## config.mk

```make
export PLATFORM = sky130hd
export DESIGN_NAME = fnd_scan_controller
export DESIGN_NICKNAME = d
export VERILOG_FILES = /design/src/rtl/fnd_scan_controller.sv
export SDC_FILE = /design/constraint.sdc
export NUM_CORES = 1
export LEC_CHECK = 0
export ABC_CLOCK_PERIOD_IN_PS = 6720
export CORE_MARGIN = 5
export CORE_UTILIZATION = 40
export DETAILED_ROUTE_END_ITERATION = 6
export SYNTH_ARGS = -nofsm -noshare
export SYNTH_HDL_FRONTEND = slang
export SYNTH_SLANG_ARGS = --single-unit
```

## constraint.sdc

```tcl
create_clock -name i_clk -period 6.72 [get_ports i_clk]
set_input_delay 0.672 -clock i_clk [delete_from_list [all_inputs] [get_ports i_clk]]
set_output_delay 0.672 -clock i_clk [all_outputs]
set_load 0.02 [all_outputs]
```

## src/rtl/fnd_scan_controller.sv

```systemverilog
// 4-digit FND scan controller: binary-to-BCD shift-add-3 converter,
// atomic display buffer, digit scan and active-low segment font.
module fnd_scan_controller #(
    parameter int CLK_HZ   = 100_000_000,
    parameter int SCAN_HZ  = 1000,
    parameter bit BLANK_LZ = 1'b1
) (
    input  logic        i_clk,
    input  logic        i_reset,
    input  logic [13:0] i_value,
    input  logic        i_load,
    input  logic [3:0]  i_dp_mask,
    output logic        o_busy,
    output logic [1:0]  o_digit_sel,
    output logic [3:0]  o_bcd,
    output logic [3:0]  o_fnd_com,
    output logic [7:0]  o_fnd_font
);

    localparam int DIV = CLK_HZ / SCAN_HZ;
    localparam int PW  = (DIV > 2) ? $clog2(DIV) : 1;
    localparam logic [PW-1:0] PRE_MAX = PW'(DIV - 1);

    typedef enum logic [1:0] {
        S_IDLE,
        S_SHIFT,
        S_COMMIT
    } state_e;

    state_e        state_q, state_d;
    logic [13:0]   bin_q, bin_d;
    logic [15:0]   acc_q, acc_d;
    logic [3:0]    cnt_q, cnt_d;
    logic          pend_q, pend_d;
    logic [13:0]   pval_q, pval_d;
    logic [15:0]   buf_q, buf_d;
    logic [PW-1:0] pre_q, pre_d;
    logic [1:0]    idx_q, idx_d;
    logic [1:0]    sel_q, sel_d;
    logic [3:0]    bcd_q, bcd_d;
    logic [3:0]    com_q, com_d;
    logic [7:0]    font_q, font_d;
    logic [15:0]   adj;
    logic          tick;
    logic [3:0]    nib;
    logic          blank;
    logic [6:0]    seg;

    function automatic logic [13:0] sat(input logic [13:0] v);
        return (v > 14'd9999) ? 14'd9999 : v;
    endfunction

    function automatic logic [15:0] add3(input logic [15:0] b);
        logic [15:0] r;
        r = b;
        for (int i = 0; i < 4; i++) begin
            if (b[4*i +: 4] >= 4'd5) r[4*i +: 4] = b[4*i +: 4] + 4'd3;
        end
        return r;
    endfunction

    function automatic logic [6:0] font7(input logic [3:0] d);
        logic [6:0] f;
        case (d)
            4'd0:    f = 7'h40;
            4'd1:    f = 7'h79;
            4'd2:    f = 7'h24;
            4'd3:    f = 7'h30;
            4'd4:    f = 7'h19;
            4'd5:    f = 7'h12;
            4'd6:    f = 7'h02;
            4'd7:    f = 7'h78;
            4'd8:    f = 7'h00;
            4'd9:    f = 7'h10;
            default: f = 7'h7F;
        endcase
        return f;
    endfunction

    assign adj = add3(acc_q);

    // A load arriving during COMMIT chains straight into the next conversion.
    always_comb begin
        state_d = state_q;
        bin_d   = bin_q;
        acc_d   = acc_q;
        cnt_d   = cnt_q;
        pend_d  = pend_q;
        pval_d  = pval_q;
        buf_d   = buf_q;
        case (state_q)
            S_IDLE: begin
                if (i_load) begin
                    bin_d   = sat(i_value);
                    acc_d   = '0;
                    cnt_d   = 4'd13;
                    state_d = S_SHIFT;
                end
            end
            S_SHIFT: begin
                {acc_d, bin_d} = {adj[14:0], bin_q, 1'b0};
                if (cnt_q == 4'd0) state_d = S_COMMIT;
                else cnt_d = cnt_q - 4'd1;
                if (i_load) begin
                    pend_d = 1'b1;
                    pval_d = i_value;
                end
            end
            S_COMMIT: begin
                buf_d = acc_q;
                if (pend_q || i_load) begin
                    bin_d   = sat(i_load ? i_value : pval_q);
                    acc_d   = '0;
                    cnt_d   = 4'd13;
                    pend_d  = 1'b0;
                    state_d = S_SHIFT;
                end else begin
                    state_d = S_IDLE;
                end
            end
            default: state_d = S_IDLE;
        endcase
    end

    assign tick  = (pre_q == PRE_MAX);
    assign pre_d = tick ? '0 : pre_q + 1'b1;
    assign idx_d = tick ? idx_q + 2'd1 : idx_q;

    always_comb begin
        nib   = 4'd0;
        blank = 1'b0;
        case (idx_q)
            2'd0: nib = buf_q[3:0];
            2'd1: begin
                nib   = buf_q[7:4];
                blank = (buf_q[15:4] == 12'd0);
            end
            2'd2: begin
                nib   = buf_q[11:8];
                blank = (buf_q[15:8] == 8'd0);
            end
            default: begin
                nib   = buf_q[15:12];
                blank = (buf_q[15:12] == 4'd0);
            end
        endcase
        seg    = (BLANK_LZ && blank) ? 7'h7F : font7(nib);
        sel_d  = idx_q;
        bcd_d  = nib;
        com_d  = ~(4'b0001 << idx_q);
        font_d = {~i_dp_mask[idx_q], seg};
    end

    always_ff @(posedge i_clk or posedge i_reset) begin
        if (i_reset) begin
            state_q <= S_IDLE;
            bin_q   <= '0;
            acc_q   <= '0;
            cnt_q   <= '0;
            pend_q  <= 1'b0;
            pval_q  <= '0;
            buf_q   <= '0;
            pre_q   <= '0;
            idx_q   <= '0;
            sel_q   <= '0;
            bcd_q   <= '0;
            com_q   <= 4'b1110;
            font_q  <= 8'hC0;
        end else begin
            state_q <= state_d;
            bin_q   <= bin_d;
            acc_q   <= acc_d;
            cnt_q   <= cnt_d;
            pend_q  <= pend_d;
            pval_q  <= pval_d;
            buf_q   <= buf_d;
            pre_q   <= pre_d;
            idx_q   <= idx_d;
            sel_q   <= sel_d;
            bcd_q   <= bcd_d;
            com_q   <= com_d;
            font_q  <= font_d;
        end
    end

    assign o_busy      = (state_q != S_IDLE);
    assign o_digit_sel = sel_q;
    assign o_bcd       = bcd_q;
    assign o_fnd_com   = com_q;
    assign o_fnd_font  = font_q;

endmodule
```

==> results.json <==
{
  "status": "complete, no violations",
  "reg2regPathDepth": 7,
  "die_w_um": 124,
  "worst_path_max_delay_cell": "or3_1",
  "grt_use_met1_pct": 19.2,
  "dr.first_iter.drc_count": 296,
  "vias": 3832,
  "hpwl_um": 6960,
  "rsz0062_at_grt": "false",
  "switching_share_pct": 27.9,
  "fin_skew_ns": 0.00726,
  "clock.fmax_ghz": 0.316,
  "reg2reg_from": "state_q[0]",
  "layout_common_cells": "dfrtp_1 (99), nand2_1 (50), o21ai_0 (46)",
  "clk_pin_slew_ns": 0.07,
  "htree_levels": 3,
  "final.min_clock_period_ns": 3.16,
  "boundaryPins": 40,
  "syn-cell-area_mm2": 0.00521,
  "cts_resized": 0,
  "internal_power_uw": 1230,
  "remaining_drc_errors": 0,
  "cts_buffers": 9,
  "p_per_area_mw_per_mm2": 282,
  "dp_slack_ns": 3.41,
  "core_area_mm2": 0.0127,
  "slew_violations": 0,
  "ir_drop_mv": 0.136,
  "gr-total-overflow": 0,
  "p_clk_share_pct": 33.5,
  "ant_nets": 0,
  "avgSynthCellArea_um2": 10.1,
  "clk-insertion-delay-late_ns": 0.35,
  "rows": 41,
  "cp_slowest_stage_delay_ns": 0.75,
  "pwr-share-comb_pct": 20.9,
  "required_ns": 6.96,
  "hold_depth": 1,
  "yosysSeqAreaShare_pct": 50.1,
  "hold_path.class": "reg -> reg",
  "rr_endpoint": "bin_q[11]",
  "finalWorstSetupSlack_ns": 3.56,
  "async_flop_share_pct": 100,
  "antenna_found_initial": 0,
  "hold_viol": 0,
  "syn2layout_area_growth_pct": 16.6,
  "tightest_slew_ns": 1.08,
  "finalInstanceArea_mm2": 0.00608,
  "wirelength_um": 10300,
  "ys_warn_count": 0,
  "p_seq_share_pct": 45.6,
  "initial_core_util_pct": 41.0,
  "switchingPower_uw": 477,
  "drt_pass1_iterations": 5,
  "period_share_pct": 47.1,
  "start_kind": "register",
  "cts_sinks": 104,
  "clockBufferDepth": 2,
  "place_area_mm2": 0.00575,
  "wl_per_cell_um": 14.2,
  "use_met2_pct": 22.1,
  "path_class": "reg -> reg",
  "cts-hold-fix-buffers": 0,
  "worst-r2r-setup-slack_ns": 3.56,
  "n_antenna_cell": 0,
  "grt_pass1_vias": 3692,
  "busiest_layer": "met2",
  "synth_cell_type_count": 47,
  "arrival_ns": 3.41,
  "crit_chain": "inv_1, ha_1, nor3b_1, or3_1, a211oi_4, nand2_1, o31ai_1",
  "syn_nets": 559,
  "fin_hold_ws_ns": 0.487,
  "drt-vias-per-instance": 5.31,
  "layout_commonest_cell": "dfrtp_1",
  "grt_start_max_net_pins": 89,
  "slew_headroom_pct": 28.0,
  "synthFlopType": "dfrtp_1",
  "postSynthCellCount": 514,
  "fp.dieArea_mm2": 0.0154,
  "cp_max_fo": 28,
  "io_buffers": 39,
  "met3_usage_pct": 3.09,
  "cts_tree": "built",
  "grt_usage_pct": 14.2,
  "cts_setup_buffers": 0,
  "cp-end-kind": "register",
  "gp_congestion": 0.893,
  "leakage_uw": 0.00265,
  "cap_violations": 0,
  "setup_tns_ns": 0,
  "fin_nets": 590,
  "yosys_register_bits": 104,
  "synth-edff-count": 0,
  "die_y_um": 124,
  "grt_pass1_wl_um": 17300,
  "ctsRootBufferMaster": "clkbuf_16",
  "setup_viol": 0,
  "layout-drive-gt1-share_pct": 9.64,
  "hold_path_end": "pre_q[0]",
  "holdCritStartpoint": "pre_q[0]"
}
[state kept, by name, indices dropped and copies added (netlist names)]
signal,flops
acc_q,16
bin_q,14
buf_q,16
cnt_q,4
idx_q,2
o_bcd,4
o_digit_sel,2
o_fnd_com,4
o_fnd_font,8
pend_q,1
pre_q,17
pval_q,14
state_q,2
[synthesized netlist by cell type, types with 2 or more instances]
cell type,number,area share (%)
o221ai_1,7,1.2
ha_1,24,5.8
nand4_1,5,0.60
nor2b_1,6,0.72
nor3b_1,8,1.2
a222oi_1,4,0.77
o311ai_0,2,0.34
nor3_1,3,0.29
o21ai_0,46,4.4
clkbuf_1,18,1.3
nor4_1,5,0.60
xor2_1,7,1.2
o31ai_1,2,0.29
o22ai_1,14,1.7
nand2_1,50,3.6
mux2_2,22,4.8
dfstp_2,5,2.5
dfrtp_1,99,48
inv_1,36,2.6
a22o_1,4,0.67
nor2_1,28,2.0
a21oi_1,37,3.6
xnor2_1,13,2.2
buf_2,3,0.29
nand4b_1,2,0.34
and4_1,2,0.34
o211ai_1,3,0.43
o21a_1,3,0.43
mux2i_1,13,2.5
a21o_1,2,0.29
nand2b_1,7,0.84
nand3_1,16,1.5
o22a_1,3,0.50
and3_1,2,0.24
[through the flow]
stage / utilization, % / std cells / total power [µW]
6_report: 47.8 / 722 / 1710
5_1_grt: 47.8 / 722 / 1810
4_1_cts: 47.8 / 722 / 1730
3_5_place_dp: 45.2 / 706 / 1150
3_3_place_gp: 45.2 / 706 / 1150
2_1_floorplan: - / 514 / 1020
[per-layer routing]
layer / vias to the layer above / share of wire [%]
li1: 1871 / -
met4: 0 / 1.7
met1: 1884 / 48
met3: 13 / 3.9
met5: - / 0
met2: 64 / 46
[cell families after synthesis]
group                    share of synthesized area, %
AO/OA/AOI/OAI                                    15.3
XOR/XNOR                                         3.36
adder cells (fa/ha/maj)                          5.76
buffers and inverters                            4.39
flip-flops                                       50.1
multiplexers                                     7.68
AND/OR/NAND/NOR                                  13.5
[how the worst max path moves through the flow]
stage	start	end	slack, ns	cells past startpoint
final	state_q[0]	bin_q[11]	3.56	7
after floorplan	i_reset	acc_q[0]	3.32	1
after global placement	i_load	bin_q[11]	3.51	7
after global routing	state_q[0]	bin_q[10]	3.20	7
after detailed placement	i_load	bin_q[11]	3.41	7
after CTS	state_q[0]	bin_q[9]	3.54	7
[power groups by stage]
| stage | clock network, µW | registers (µW) | logic (µW) |
|---|---|---|---|
| final | 574 | 780 | 358 |
| after global routing | 619 | 790 | 403 |
| after floorplan | 0 | 814 | 206 |
| after global placement | 0 | 789 | 357 |
| after detailed placement | 0 | 792 | 363 |
| after CTS | 590 | 779 | 364 |
[worst max-delay path, delay by kind of cell (launching register included)]
| family | cells | cell delay (ns) |
|---|---|---|
| flip-flops | 1 | 0.38 |
| AND/OR/NAND/NOR | 3 | 1.22 |
| buffers and inverters | 1 | 0.08 |
| AO/OA/AOI/OAI | 2 | 0.80 |
| adder cells (fa/ha/maj) | 1 | 0.56 |
[final cells by class]
cell class	count	area, µm²
clock buffers	10	239
well taps	172	215
multi-input cells	352	2370
flip-flops and latches	104	2610
inverters	36	138
fillers	1211	6650
clock inverters	6	90.1
repair buffers	42	413
Note: power is estimated with default switching activity, not from simulation.
